===== src/rtl/toilet_reg_if.sv =====
// toilet_reg_if: host bus slave exposing controller config (CTRL), live/sticky status, events and IRQ.
// Define TOILET_REG_CNT_EN to build the saturating FLUSH_CNT/SPRAY_CNT counters and EVENT bit2.
module toilet_reg_if #(
    parameter int ADDR_W = 4,
    parameter int DATA_W = 8,
    parameter int CNT_W  = 8
) (
    input  logic              clk,
    input  logic              reset_n,
    input  logic              bus_sel,
    input  logic              bus_wr,
    input  logic [ADDR_W-1:0] bus_addr,
    input  logic [DATA_W-1:0] bus_wdata,
    output logic [DATA_W-1:0] bus_rdata,
    output logic              bus_ready,
    output logic              reg_user_en,
    output logic              reg_spray_en,
    output logic              reg_spray_mode,
    output logic              reg_auto_dis_en,
    output logic              reg_de_ur,
    input  logic              led_user,
    input  logic              spray_an,
    input  logic              user_flushes,
    input  logic              dis_ur,
    input  logic              count_spray_done,
    output logic              irq
);

    if (DATA_W < 8 || CNT_W > DATA_W) begin : g_param_check
        $error("toilet_reg_if: requires DATA_W >= 8 and CNT_W <= DATA_W");
    end

    typedef enum logic [1:0] {
        ST_IDLE,
        ST_ACK,
        ST_WAIT
    } state_t;

`ifdef TOILET_REG_CNT_EN
    localparam logic [2:0] IRQ_EN_MASK = 3'b111;
`else
    localparam logic [2:0] IRQ_EN_MASK = 3'b011;
`endif

    state_t            r_state;
    state_t            w_state_nxt;
    logic              w_acc;
    logic              w_ready;
    logic              w_wr_acc;
    logic              w_rd_acc;
    logic [2:0]        w_addr;
    logic [4:0]        r_ctrl;
    logic [4:0]        r_s;
    logic [4:0]        r_p;
    logic [2:0]        r_event;
    logic [2:0]        r_irq_en;
    logic [2:0]        w_w1c;
    logic [2:0]        w_event_set;
    logic              w_flush_edge;
    logic              w_spray_edge;
    logic              w_sat;
    logic [DATA_W-1:0] r_rdata;
    logic [DATA_W-1:0] w_rd_mux;
    logic              r_irq;
    logic              w_unused;

    assign w_unused = ^{bus_addr[ADDR_W-1:3], bus_wdata[DATA_W-1:5]};

    assign w_addr   = bus_addr[2:0];
    assign w_wr_acc = w_acc & bus_wr;
    assign w_rd_acc = w_acc & ~bus_wr;

    always_comb begin
        w_state_nxt = r_state;
        w_acc       = 1'b0;
        w_ready     = 1'b0;
        case (r_state)
            ST_IDLE: begin
                if (bus_sel) begin
                    w_acc       = 1'b1;
                    w_state_nxt = ST_ACK;
                end
            end
            ST_ACK: begin
                w_ready     = 1'b1;
                w_state_nxt = bus_sel ? ST_WAIT : ST_IDLE;
            end
            ST_WAIT: begin
                if (!bus_sel) w_state_nxt = ST_IDLE;
            end
            default: w_state_nxt = ST_IDLE;
        endcase
    end

    always_ff @(posedge clk) begin
        if (!reset_n) r_state <= ST_IDLE;
        else          r_state <= w_state_nxt;
    end

    // Status sample (s) and previous sample (p); edges are s & ~p.
    always_ff @(posedge clk) begin
        if (!reset_n) begin
            r_s <= '0;
            r_p <= '0;
        end else begin
            r_s <= {count_spray_done, dis_ur, user_flushes, spray_an, led_user};
            r_p <= r_s;
        end
    end

    assign w_flush_edge = r_s[2] & ~r_p[2];
    assign w_spray_edge = r_s[4] & ~r_p[4];

`ifdef TOILET_REG_CNT_EN
    localparam logic [CNT_W-1:0] CNT_MAX = '1;

    logic [CNT_W-1:0] r_flush_cnt;
    logic [CNT_W-1:0] r_spray_cnt;
    logic             w_flush_clr;
    logic             w_spray_clr;
    logic             w_flush_sat;
    logic             w_spray_sat;

    assign w_flush_clr = w_wr_acc && (w_addr == 3'd4);
    assign w_spray_clr = w_wr_acc && (w_addr == 3'd5);
    // A clear overrides saturation: an edge coinciding with a clear just makes the count 1.
    assign w_flush_sat = w_flush_edge && !w_flush_clr && (r_flush_cnt == CNT_MAX);
    assign w_spray_sat = w_spray_edge && !w_spray_clr && (r_spray_cnt == CNT_MAX);
    assign w_sat       = w_flush_sat | w_spray_sat;

    always_ff @(posedge clk) begin
        if (!reset_n) begin
            r_flush_cnt <= '0;
            r_spray_cnt <= '0;
        end else begin
            if (w_flush_clr)
                r_flush_cnt <= CNT_W'(w_flush_edge);
            else if (w_flush_edge && (r_flush_cnt != CNT_MAX))
                r_flush_cnt <= r_flush_cnt + CNT_W'(1);
            if (w_spray_clr)
                r_spray_cnt <= CNT_W'(w_spray_edge);
            else if (w_spray_edge && (r_spray_cnt != CNT_MAX))
                r_spray_cnt <= r_spray_cnt + CNT_W'(1);
        end
    end
`else
    assign w_sat = 1'b0;
`endif

    assign w_w1c       = (w_wr_acc && (w_addr == 3'd2)) ? bus_wdata[2:0] : 3'b000;
    assign w_event_set = {w_sat, w_spray_edge, w_flush_edge};

    always_comb begin
        w_rd_mux = '0;
        case (w_addr)
            3'd0: w_rd_mux = DATA_W'(r_ctrl);
            3'd1: w_rd_mux = DATA_W'(r_s);
            3'd2: w_rd_mux = DATA_W'(r_event);
            3'd3: w_rd_mux = DATA_W'(r_irq_en);
`ifdef TOILET_REG_CNT_EN
            3'd4: w_rd_mux = DATA_W'(r_flush_cnt);
            3'd5: w_rd_mux = DATA_W'(r_spray_cnt);
`endif
            default: w_rd_mux = '0;
        endcase
    end

    // Register file update; hardware event set wins over a same-cycle W1C.
    always_ff @(posedge clk) begin
        if (!reset_n) begin
            r_ctrl   <= '0;
            r_event  <= '0;
            r_irq_en <= '0;
            r_rdata  <= '0;
            r_irq    <= 1'b0;
        end else begin
            if (w_wr_acc && (w_addr == 3'd0)) r_ctrl   <= bus_wdata[4:0];
            if (w_wr_acc && (w_addr == 3'd3)) r_irq_en <= bus_wdata[2:0] & IRQ_EN_MASK;
            if (w_rd_acc)                     r_rdata  <= w_rd_mux;
            r_event <= (r_event & ~w_w1c) | w_event_set;
            r_irq   <= |(r_event & r_irq_en);
        end
    end

    assign bus_rdata       = r_rdata;
    assign bus_ready       = w_ready;
    assign irq             = r_irq;
    assign reg_user_en     = r_ctrl[0];
    assign reg_spray_en    = r_ctrl[1];
    assign reg_spray_mode  = r_ctrl[2];
    assign reg_auto_dis_en = r_ctrl[3];
    assign reg_de_ur       = r_ctrl[4];

endmodule


===== config.mk =====
export PLATFORM = sky130hd
export DESIGN_NAME = toilet_reg_if
export DESIGN_NICKNAME = d
export VERILOG_FILES = /design/src/rtl/toilet_reg_if.sv
export SDC_FILE = /design/constraint.sdc
export NUM_CORES = 1
export LEC_CHECK = 0
export ABC_CLOCK_PERIOD_IN_PS = 1900
export BUFFER_PORTS_ARGS = -buffer_cell sky130_fd_sc_hd__buf_2
export CORE_ASPECT_RATIO = 1.5
export CORE_MARGIN = 8
export CORE_UTILIZATION = 45
export DETAILED_ROUTE_END_ITERATION = 8
export PLACE_DENSITY = 0.8
export SYNTH_ARGS = -nofsm -noshare
export SYNTH_HDL_FRONTEND = slang
export SYNTH_SLANG_ARGS = --single-unit

===== constraint.sdc =====
create_clock -name clk -period 1.9 [get_ports clk]
set_clock_uncertainty 0.2 [all_clocks]
set_input_delay 0.19 -clock clk [delete_from_list [all_inputs] [get_ports clk]]
set_output_delay 0.19 -clock clk [all_outputs]
set_load 0.01 [all_outputs]

==> impl_results.md, run 1 <==
- Outcome: finished, final reports clean
- Crit path capture: r_ctrl[3]$_SDFFE_PN0P_
- # diodes: 0
- Cell variety after synth: 30
- Cts bufs inserted: 3
- Largest net degree at the start of global routing: 32
- Minimum clock period: 1.69 ns
- Mapped Area: between 1000 and 1500 µm²
- Clock Latency Late Sink: 0.31 ns
- Number of global-route vias before repair: 905
- Final setup vio count: 0
- Syn Area/Cell: 10.2 µm²
- Cell Chain, Critical Path: dlygate4sd3_1 > buf_2 > nand4bb_1 > nor4_4 > mux2i_1
- FF-to-FF path depth: 3
- Synth area leader: dfxtp_1
- Lkg Pwr: 0.586 nW
- Fin cells: 166
- Antenna Nets Post-Route: 0
- CP bufs+invs: 2
- Port Buffer Count: 28
- DIE WIDTH: 55.7 µm
- Slew margin rel.: 64.2%
- Reg2reg start: r_state[1]$_SDFFE_PN0P_
- Die footprint: 4210 µm²
- GPL Wtd Cong: 0.782
- Via density: 5.20
- Hold Path Class: primary input to flip-flop
- Cell count after synthesis: 104
- Total grt overflow: 0
- Pwr per Cell Area: 669 nW/µm²
- 1st-pass router iterations: 4
- R2r setup slk: approximately 0.25 ns
- Warning count from the yosys run: 0
- WS Path Type: primary input to flip-flop
- Crit share post-route: 88.8%
- CTS max path bufs: 2
- CP arrival: 1.73 ns
- Fill cell count: around 180
- Root Driver: clkbuf_4
- Routed length per instance: 13.6 µm
- Crit Path Max Fanout: 5
- Placed Cells incl. Taps: 151
- Crit path from: bus_sel
- Clk slew on worst S/H paths: between 0.1 and 0.15 ns
- Async SR Flop Fraction: 0%
- #FFs+latches synth: 25
- Worst r2r dst: r_ctrl[3]$_SDFFE_PN0P_
- Layout cells sized above 1: between 30% and 40%
- CP max stage delay: about 0.52 ns
- Fmax: 593 MHz
- NumNets Final: 165
- Worst-path cell with the longest stage delay: dlygate4sd3_1
- H-tree depth: 1
- TritonCTS Sinks: 25
- Count of pins over their slew limit: 0
- Hold Fails Final Rpt: 0
- Post-synth EDFFs: 0
- Area Overhead vs Synth: 26.8%
- CP top delay family: buffers and inverters
- Commonest cells post-synth: dfxtp_1, nand2_1, mux2i_1
- Worst hold path stage count: 3
- Crit path launch type: primary input
- Initial antenna violation count: 0
- CTS tree: built
- Worst path required time: 1.95 ns
- Core area: 2230 µm²
- Most frequent cell after synthesis: dfxtp_1
- Chip Height: 75.6 µm
- Top cell type's share of synthesized area: 47.0%
- Cell Rows: 21
- DRC viols: 0
- Critical path capture point type: flip-flop
- Routed WL: around 2.3 mm
- Worst-margin pin slew: 0.533 ns
- Total number of vias: 864
- Post-synth top flop: dfxtp_1
- Largest cells by area after synthesis: dfxtp_1, mux2i_1, nand2_1
- Worst IR Drop VDD: 0.000429 V
- RSZ-0062 raised after global routing: false
- Dpl hpwl: 1.66 mm
- Seq/Total Area, Yosys: roughly 47%
- Global-route wire length before repair: approximately 3.9 mm
- Crit path depth: 5
- Initial Util: 47.7%
- # IOs: 36
- Total track usage: between 10 and 15%
- Max-cap violations: 0
- Setup TNS: 0 ns
- Starting DRT DRC Count: 14
[where the power goes]
group	internal, W	switching (W)
combinational	0.0000636	0.0000536
sequential	0.000543	0.0000118
clock	0.0000821	0.000149
[what timing repair did]
item | CTS | global route
resized for setup | 0 | 0
buffers inserted | 0 | 0
hold endpoints to repair | 16 | 0
hold buffers | 11 | 0
[cell type report]
cell class              instances  area [µm²]  area share [%]
repair buffers                 41         265            19.6
multi-input cells              71         522            38.6
inverters                       2        7.51           0.556
well taps                      23        28.8            2.13
flip-flops and latches         25         500            37.1
clock buffers                   4        26.3            1.95
[kinds of logic after synthesis]
| family | after synthesis | synth area share (%) |
|---|---|---|
| flops | 25 | 47.0 |
| simple gates | 41 | 24.4 |
| mux | 13 | 13.9 |
| compound gates | 13 | 8.81 |
| buf+inv | 10 | 4.70 |
| xor+xnor | 1 | 0.823 |
| other cells | 1 | 0.352 |
[routing by layer]
| metal | routed length, µm | track usage (%) |
|---|---|---|
| met1 | 892 | 11.3 |
| met2 | 1210 | 21.4 |
| met3 | 95 | 2.33 |
| met4 | 51 | 5.77 |
| met5 | 0 | 0 |
[state kept, by name (all words and copies together) (netlist names)]
signal,count
r_event,3
irq,1
r_ctrl,5
r_irq_en,2
r_p,2
bus_rdata,5
r_state,2
r_s,5
[tightest hold or removal path: cells and delay by family]
| family | cells | cell delay [ns] |
|---|---|---|
| AOI/OAI and AO/OA | 1 | 0.08 |
| buffers and inverters | 1 | 0.16 |
| and+or+nand+nor | 1 | 0.10 |
[layout by cell type, fill, tap and decap left out]
cell and n:
clkbuf_1 1, a32o_2 2, a2bb2oi_1 2, dlygate4sd3_1 11, conb_1 3, nand3b_1 2, nor2b_1 2, buf_2 28
a22oi_1 1, nor4b_1 2, mux4_2 1, a31oi_1 1, o21ai_0 4, nand3_1 2, buf_4 2, nand2_1 18
inv_1 2, nor2_1 1, a21oi_1 1, nand4bb_1 1, or4b_4 1, clkbuf_4 3, dfxtp_1 25, nor4_4 1
a21boi_0 2, and4bb_2 2, mux2i_1 8, mux2_2 4, and2_1 7, and3_1 1, nor3b_2 1, xor2_1 1
[worst min-delay path by stage]
stage	startpoint	end	slack [ns]
CTS	bus_addr[1]	bus_rdata[1]$_SDFFE_PN0P_	0.05
finish	bus_addr[1]	bus_rdata[1]$_SDFFE_PN0P_	0.05
detailed placement	bus_wdata[2]	r_event[2]$_SDFF_PN0_	0.18
global placement	bus_wdata[2]	r_event[2]$_SDFF_PN0_	0.18
floorplan	bus_wdata[2]	r_event[2]$_SDFF_PN0_	0.08
global route	bus_addr[1]	bus_rdata[1]$_SDFFE_PN0P_	0.07
[through the flow]
step / instance area, µm² / utilization [%] / power, W / setup WS (ns) / hold slack (ns)
finish: 1350 / 60.4 / 0.000903 / 0.213 / 0.0513
global route: 1350 / 60.4 / 0.000943 / 0.116 / 0.0677
CTS: 1350 / 60.4 / 0.000906 / 0.174 / 0.0516
detailed placement: 1210 / 54.3 / 0.000666 / 0.239 / 0.179
global placement: 1210 / 54.3 / 0.000663 / 0.326 / 0.177
floorplan: 1070 / - / 0.000633 / 0.369 / 0.0770
No activity file was read; power rests on OpenSTA's default activity.
==> run 2, diff against run 1 <==
--- a/config.mk
+++ b/config.mk
@@ -7,7 +7,7 @@
 export LEC_CHECK = 0
 export ABC_CLOCK_PERIOD_IN_PS = 1900
 export BUFFER_PORTS_ARGS = -buffer_cell sky130_fd_sc_hd__buf_2
-export CORE_ASPECT_RATIO = 1.5
+export CORE_ASPECT_RATIO = 1.4
 export CORE_MARGIN = 8
 export CORE_UTILIZATION = 45
 export DETAILED_ROUTE_END_ITERATION = 8
==> impl_results.md, run 2 (synthesis results as in run 1) <==
- CTS max path bufs: 2
- Post-route cell area: 1350 µm²
- Port Buffer Count: 28
- GPL Wtd Cong: 0.720
- CP arrival: approximately 1.8 ns
- Root Driver: clkbuf_4
- WS Path Type: primary input to flip-flop
- 1st-pass router iterations: 4
- CP max stage delay: 0.51 ns
- Fill cell count: 207
- Fin cells: 166
- Total grt overflow: 0
- Core area: 2310 µm²
- Reg2reg start: r_state[1]$_SDFFE_PN0P_
- Starting DRT DRC Count: 6
- Hold Path Class: primary input to flip-flop
- Chip Height: 73.6 µm
- Count of pins over their slew limit: 0
- Sequential Area: 500 µm²
- Placed Cells incl. Taps: 151
- Lkg Pwr: 0.586 nW
- Worst path required time: 1.95 ns
- Routed length per instance: 13.6 µm
- Initial Util: between 40 and 50%
- Setup TNS: 0 ns
- Placement Cell Area: 1210 µm²
- Crit path from: bus_sel
- Pwr per Cell Area: 665 nW/µm²
- Cts bufs inserted: 3
- Commonest cells after routing, fill and taps aside: buf_2, dfxtp_1, nand2_1
- Antenna Nets Post-Route: 0
- Crit Path Max Fanout: 5
- Post-CTS sizing: 0
- Worst r2r dst: r_ctrl[0]$_SDFFE_PN0P_
- Via density: 5.22
- FF-to-FF path depth: 3
- Crit share post-route: 90.5%
- Clock Latency Late Sink: 0.31 ns
- DIE WIDTH: 57.1 µm
- Die footprint: between 4000 and 5000 µm²
- Total power: roughly 0.0009 W
- DRC viols: 0
- # diodes: 0
- Max-cap violations: 0
- Hold Fails Final Rpt: 0
- NumNets Final: between 150 and 200
- Leading cell type in the layout, fill and taps excluded: buf_2
- Minimum clock period: 1.72 ns
- Largest net degree at the start of global routing: 32
- Initial antenna violation count: 0
- Hold endpoint: bus_rdata[1]$_SDFFE_PN0P_
- Slew margin rel.: 64.9%
- Worst IR Drop VDD: 0.000444 V
- Worst-margin pin slew: ~0.52 ns
- Hold path start: bus_addr[1]
- Worst hold path stage count: 3
- Routed WL: 2.26 mm
- Final setup vio count: 0
- R2r setup slk: about 0.22 ns
- H-tree depth: 1
- Layout cells sized above 1: 31.5%
- Total number of vias: about 870
- Cell Rows: 21
- Number of global-route vias before repair: 868
- Cell Chain, Critical Path: dlygate4sd3_1 > buf_2 > nand4bb_1 > nor4_4 > mux2i_1
- Outcome: finished, final reports clean
- RSZ-0062 raised after global routing: false
- Critical path capture point type: flip-flop
- Area occupied by multi-input gates: 522 µm²
- Worst-path cell with the longest stage delay: dlygate4sd3_1
- Total track usage: between 10% and 20%
- Clk slew on worst S/H paths: 0.12 ns
- TritonCTS Sinks: 25
- Area Overhead vs Synth: 26.8%
- Fmax: 581 MHz
- Global-route wire length before repair: 3.64 mm
- # IOs: 36
- Crit path launch type: primary input
- CTS tree: built
- Dpl hpwl: 1.65 mm
## run 2: critical path, delay by kind of cell
kind                   cells  cell delay (ns)
multiplexers               1             0.26
AND/OR/NAND/NOR            2             0.67
buffers and inverters      2             0.64
## run 2: worst max-delay path by stage
stage          slack, ns  cells after the start                        end
2_1_floorplan       0.37                      3  bus_rdata[0]$_SDFFE_PN0P_
3_3_place_gp        0.34                      3     r_ctrl[2]$_SDFFE_PN0P_
3_5_place_dp        0.22                      3     r_ctrl[0]$_SDFFE_PN0P_
4_1_cts             0.16                      5     r_ctrl[0]$_SDFFE_PN0P_
5_1_grt             0.10                      5     r_ctrl[0]$_SDFFE_PN0P_
6_report            0.18                      5     r_ctrl[0]$_SDFFE_PN0P_
## run 2: final cells by class
class | count | area share (%)
Sequential cell | 25 | 37.1
Clock buffer | 4 | 1.95
Timing Repair Buffer | 41 | 19.6
Tap cell | 23 | 2.13
Inverter | 2 | 0.556
Multi-Input combinational cell | 71 | 38.6
## run 2: report_power, final
part	leakage (nW)	switching (W)	internal [W]
clock network	0.0150	0.000143	0.0000822
registers	0.204	0.0000122	0.000543
logic	0.367	0.0000535	0.0000635
total	0.586	0.000209	0.000689
## run 2: timing repair
action                                 CTS  global route
buffers inserted                         0             0
hold buffers                            11             0
endpoints found under the hold margin   15             0
## run 2: routing by layer
layer	part of all wire [%]	GRT usage, %	vias up
met2	53	18.6	24
met3	4.8	2.25	8
met5	0	0	-
met1	38	10.2	400
li1	-	-	435
met4	3.9	8.64	0
## run 2: per-stage QoR
stage	util, %	hold slack (ns)	worst slack, ns
floorplan	-	0.0770	0.369
global placement	52.5	0.177	0.341
detailed placement	52.5	0.182	0.219
CTS	58.4	0.0372	0.158
global route	58.4	0.0602	0.103
finish	58.4	0.0484	0.180
